<file path="config.mk">
export PLATFORM = sky130hd
export DESIGN_NAME = palette_color_encoder
export DESIGN_NICKNAME = d
export VERILOG_FILES = /design/src/rtl/palette_pkg.sv /design/src/rtl/color_dist.sv /design/src/rtl/palette_color_encoder.sv
export SDC_FILE = /design/constraint.sdc
export NUM_CORES = 1
export LEC_CHECK = 0
export ABC_AREA = 1
export BUFFER_PORTS_ARGS = -buffer_cell sky130_fd_sc_hd__buf_2
export CORE_ASPECT_RATIO = 0.9
export CORE_MARGIN = 1.5
export CORE_UTILIZATION = 61
export CTS_CLUSTER_DIAMETER = 100
export DETAILED_ROUTE_END_ITERATION = 7
export GPL_TIMING_DRIVEN = 1
export PLACE_DENSITY = 0.78
export SYNTH_ARGS = -nofsm -noshare
export SYNTH_HDL_FRONTEND = slang
export SYNTH_HIERARCHICAL = 1
export SYNTH_SLANG_ARGS = --single-unit
</file>
<file path="constraint.sdc">
create_clock -name Clk -period 7.55 [get_ports Clk]
set_input_delay 0.755 -clock Clk [delete_from_list [all_inputs] [get_ports Clk]]
set_output_delay 0.755 -clock Clk [all_outputs]
set_load 0.02 [all_outputs]
</file>
<file path="src/rtl/palette_pkg.sv">
// Shared palette definitions: the 16-entry sprite palette used by both the
// index->RGB lookup and the RGB->index encoder, plus encoder FSM types.
package palette_pkg;

  localparam int PAL_ENTRIES = 16;
  localparam int IDX_W       = 4;
  localparam int DIST_W      = 6;

  typedef struct packed {
    logic [3:0] r;
    logic [3:0] g;
    logic [3:0] b;
  } rgb12_t;

  localparam rgb12_t CHROMA_KEY = 12'hF0F;

  localparam rgb12_t PALETTE [PAL_ENTRIES] = '{
    12'hF0F, 12'h531, 12'hC1C, 12'h373, 12'hA56, 12'h121, 12'h614, 12'h411,
    12'hC96, 12'h817, 12'h151, 12'hE1E, 12'h7A5, 12'h823, 12'hD69, 12'hA19
  };

  typedef enum logic [1:0] {
    ST_IDLE   = 2'd0,
    ST_SEARCH = 2'd1,
    ST_DONE   = 2'd2
  } state_t;

endpackage

</file>
<file path="src/rtl/color_dist.sv">
// Manhattan distance between two 12-bit RGB colours (max 3*15 = 45).
module color_dist
  import palette_pkg::*;
(
  input  rgb12_t            a_i,
  input  rgb12_t            b_i,
  output logic [DIST_W-1:0] dist_o
);

  logic [3:0] dr, dg, db;

  always_comb begin
    dr     = (a_i.r > b_i.r) ? (a_i.r - b_i.r) : (b_i.r - a_i.r);
    dg     = (a_i.g > b_i.g) ? (a_i.g - b_i.g) : (b_i.g - a_i.g);
    db     = (a_i.b > b_i.b) ? (a_i.b - b_i.b) : (b_i.b - a_i.b);
    dist_o = DIST_W'(dr) + DIST_W'(dg) + DIST_W'(db);
  end

endmodule

</file>
<file path="src/rtl/palette_color_encoder.sv">
// Re-quantises a 12-bit RGB pixel to the nearest palette index, scanning one
// palette entry per clock. Handshakes: a transfer happens on a rising edge
// where valid and ready are both 1; the producer holds data while valid=1.
module palette_color_encoder
  import palette_pkg::*;
#(
  parameter int NUM_ENTRIES   = 16,
  parameter bit CHROMA_KEY_EN = 1'b1
) (
  input  logic              Clk,
  input  logic              Reset_n,
  input  logic              in_valid,
  output logic              in_ready,
  input  logic [3:0]        in_red,
  input  logic [3:0]        in_green,
  input  logic [3:0]        in_blue,
  output logic              out_valid,
  input  logic              out_ready,
  output logic [IDX_W-1:0]  out_index,
  output logic [DIST_W-1:0] out_dist,
  output state_t            dbg_state_o
);

  localparam logic [IDX_W-1:0] LAST_PTR  = IDX_W'(NUM_ENTRIES - 1);
  localparam logic [IDX_W-1:0] FIRST_PTR = CHROMA_KEY_EN ? IDX_W'(1) : IDX_W'(0);

  state_t             state_q, state_d;
  rgb12_t             pix_q, pix_d;
  logic [IDX_W-1:0]   ptr_q, ptr_d;
  logic [IDX_W-1:0]   best_idx_q, best_idx_d;
  logic [DIST_W-1:0]  best_dist_q, best_dist_d;
  logic [IDX_W-1:0]   out_index_q, out_index_d;
  logic [DIST_W-1:0]  out_dist_q, out_dist_d;

  rgb12_t             in_pix;
  logic [DIST_W-1:0]  cur_dist;
  logic [IDX_W-1:0]   cand_idx;
  logic [DIST_W-1:0]  cand_dist;

  assign in_pix = '{r: in_red, g: in_green, b: in_blue};

  color_dist u_color_dist (
    .a_i    (pix_q),
    .b_i    (PALETTE[ptr_q]),
    .dist_o (cur_dist)
  );

  // Strict less-than keeps the earlier (lower) index on ties.
  always_comb begin
    cand_idx  = best_idx_q;
    cand_dist = best_dist_q;
    if (cur_dist < best_dist_q) begin
      cand_idx  = ptr_q;
      cand_dist = cur_dist;
    end
  end

  always_comb begin
    state_d     = state_q;
    pix_d       = pix_q;
    ptr_d       = ptr_q;
    best_idx_d  = best_idx_q;
    best_dist_d = best_dist_q;
    out_index_d = out_index_q;
    out_dist_d  = out_dist_q;
    in_ready    = 1'b0;
    out_valid   = 1'b0;

    unique case (state_q)
      ST_IDLE: begin
        in_ready = 1'b1;
        if (in_valid) begin
          pix_d = in_pix;
          if (CHROMA_KEY_EN && (in_pix == CHROMA_KEY)) begin
            state_d     = ST_DONE;
            out_index_d = '0;
            out_dist_d  = '0;
          end else begin
            state_d     = ST_SEARCH;
            ptr_d       = FIRST_PTR;
            best_idx_d  = '0;
            best_dist_d = '1;
          end
        end
      end
      ST_SEARCH: begin
        best_idx_d  = cand_idx;
        best_dist_d = cand_dist;
        if ((cur_dist == '0) || (ptr_q == LAST_PTR)) begin
          state_d     = ST_DONE;
          out_index_d = cand_idx;
          out_dist_d  = cand_dist;
        end else begin
          ptr_d = ptr_q + 1'b1;
        end
      end
      ST_DONE: begin
        out_valid = 1'b1;
        if (out_ready) state_d = ST_IDLE;
      end
      default: state_d = ST_IDLE;
    endcase
  end

  always_ff @(posedge Clk or negedge Reset_n) begin
    if (!Reset_n) begin
      state_q     <= ST_IDLE;
      pix_q       <= '0;
      ptr_q       <= '0;
      best_idx_q  <= '0;
      best_dist_q <= '0;
      out_index_q <= '0;
      out_dist_q  <= '0;
    end else begin
      state_q     <= state_d;
      pix_q       <= pix_d;
      ptr_q       <= ptr_d;
      best_idx_q  <= best_idx_d;
      best_dist_q <= best_dist_d;
      out_index_q <= out_index_d;
      out_dist_q  <= out_dist_d;
    end
  end

  assign out_index   = out_index_q;
  assign out_dist    = out_dist_q;
  assign dbg_state_o = state_q;

endmodule

</file>
==> results.py <==
metrics = {
    "setup_path": {
        "crit_fanout": 15,
        "cp_slowest_cell": "dfrtp_1",
        "crit_type": "reg -> reg",
        "cp-end-kind": "register",
        "critical_path_required_ps": 7740,
        "cpPeakStageDelay_ps": 640,
        "critical_path_buf_inv_count": 5,
        "cpMostUsedCell": "nand2_1",
        "start_kind": "register",
        "worstPathArrival_ps": 5770,
        "cp_top_family": "adder cells",
    },
    "cts": {
        "clock_latency_ps": 290,
        "postCtsHoldBufs": 0,
        "path_clk_slew_ps": 80,
        "cts_sinks": 38,
        "clockBufferDepth": 2,
        "h-tree-depth": 2,
        "cts_made_buffers": 5,
        "root_buffer": "clkbuf_8",
        "cts_setup_buffers": 0,
        "postCtsResizedCells": 0,
        "cts_tree": "done",
    },
    "final_layout": {
        "regArea_um2": 951,
        "synthToLayoutAreaGrowth_pct": 8.47,
        "final_layout_size_suffix_gt1_frac": 0.113,
        "multi_input_area_um2": 2120,
        "fin_area_um2": 3760,
        "fill_cells": 472,
        "diodes": 0,
        "nNetsFinal": 586,
    },
    "logic_synthesis": {
        "synth-compound-area-share": 0.0588,
        "synth_top_area_share": 0.274,
        "synth_simple_gate_area_share": 0.332,
        "netlist-cell-type-count": 34,
        "yosysTopAreaCell": "dfrtp_1",
        "avgSynthCellArea_um2": 7.00,
        "synthArstFlopShare": 1.00,
        "ys_seq_area_frac": 0.274,
        "netlist_area_um2": 3470,
        "synthTopCellsByArea": "dfrtp_1, nand2_1, ha_1, inv_1, nand3_1",
        "ys_warn_count": 6,
        "syn_nets": 561,
        "synth_xor_area_frac": 0.0202,
        "synth_top_family_by_area": "simple AND/OR/NAND/NOR gates",
        "synthTopCellsByCount": "nand2_1, inv_1, nand3_1",
        "synthMostInstantiatedCell": "nand2_1",
        "synth-edff-count": 0,
        "synth_mux_area_frac": 0,
        "synth-adder-area-share": 0.200,
        "yosys_register_bits": 38,
        "synthesis.instances": 496,
        "synth_ff_type": "dfrtp_1",
    },
    "global_route": {
        "grt_start_max_net_pins": 39,
        "grt_pass1_wl_um": 12900,
        "grt_pass1_vias": 2870,
        "grt_usage": 0.274,
        "antenna_found_initial": 0,
        "grt_overflow": 0,
    },
    "route": {
        "wire_per_inst_um": 13.0,
        "drt_pass1_iterations": 5,
        "first_iter_violations": 170,
        "drc": 0,
        "drt-total-wl_um": 7670,
        "ant_nets": 0,
        "via_count": 3149,
        "post_drt_via_cell_ratio": 5.35,
    },
    "sta": {
        "rsz0062_at_grt": "false",
        "finalSetupViolCount": 0,
        "worst_slew_pin_slew_ps": 902,
        "hold_viol": 0,
        "slew_viol_final": 0,
        "max_freq_mhz": 179,
        "fin_crit_ps": 5580,
        "post-route-worst-setup-slack_ps": 1970,
        "fin_crit_sh": 0.739,
        "setup_tns_ps": 0,
        "clock_skew_ps": 4.34,
        "slew_headroom": 0.398,
    },
    "job": {
        "drv_cap": 0,
    },
    "die": {
        "fp.dieH_um": 74.6,
        "fp.dieArea_um2": 6150,
        "die_x_um": 82.5,
        "initial_core_util": 0.645,
        "fp-row-count": 25,
        "fp.coreArea_um2": 5380,
        "io_pins": 30,
    },
    "hold_path": {
        "hold_path.class": "reg -> reg",
    },
    "placed_design": {
        "place_congestion": 0.922,
        "placed_cell_area_um2": 3630,
        "dp_slack_ps": 2040,
        "io_buffers": 29,
        "dp_hpwl_um": 6070,
    },
    "outcome": {
        "status": "finished, final reports clean",
    },
}
cell families after synthesis:
group,count (synthesis)
and+or+nand+nor,267
buffers and inverters,97
adders and majority gates,49
DFF,38
AOI/OAI and AO/OA,37
xor gates and xnor gates,8
worst min-delay path: cells and delay by family, from the launching register on:
family | cells | cell delay [ps]
and+or+nand+nor | 2 | 90
DFF | 1 | 340
path summary, 6_finish.rpt:
kind                        startpoint              to  slack, ps  cells past startpoint
setup / recovery              ptr_q[3]  best_dist_q[0]       1970                     25
hold / removal             out_dist[3]     out_dist[3]        470                      2
setup reg to reg              ptr_q[3]  best_dist_q[0]       1970                     25
hold reg to reg            out_dist[3]     out_dist[3]        470                      2
max in group asynchronous      Reset_n        pix_q[9]       6390                      1
min in group asynchronous      Reset_n        pix_q[5]        580                      1
final cells by class:
class                   count  area share
flip-flops and latches     38       0.253
well taps                  67      0.0223
multi-input cells         361       0.563
clock buffers               5      0.0183
inverters                  85      0.0847
clock inverters             3      0.0183
repair buffers             30      0.0405
flip-flops by register name (all words and copies together), names as in the netlist:
register / count
ptr_q: 4
out_index: 4
pix_q: 12
best_idx_q: 4
best_dist_q: 6
out_dist: 6
dbg_state_o: 2
placed cells by master, fill, tap and decap left out, drive strengths merged, types with 5 or more instances in the layout:
cell type / n
clkbuf: 5
nand2: 178
o21ai: 18
a21oi: 13
nor2: 27
inv: 85
nand3: 53
buf: 30
ha: 38
fa: 11
dfrtp: 38
metal layers:
metal / vias up / wire, µm / share of wire / track usage
li1: 1583 / - / - / -
met1: 1475 / 3540 / 0.46 / 0.370
met2: 80 / 3660 / 0.48 / 0.456
met3: 11 / 389 / 0.051 / 0.0429
met4: 0 / 77 / 0.010 / 0.0778
met5: - / 0 / 0 / 0
per-stage QoR:
| stage | utilization | hold WS, ps | std cells |
|---|---|---|---|
| 2_1_floorplan | - | 448 | 496 |
| 3_3_place_gp | 0.674 | 448 | 581 |
| 3_5_place_dp | 0.674 | 454 | 581 |
| 5_1_grt | 0.700 | 499 | 589 |
| 4_1_cts | 0.700 | 474 | 589 |
| 6_report | 0.700 | 466 | 589 |
Power is not shown: default switching activity piles up to over one toggle a cycle in this logic, so the estimate is an artifact.
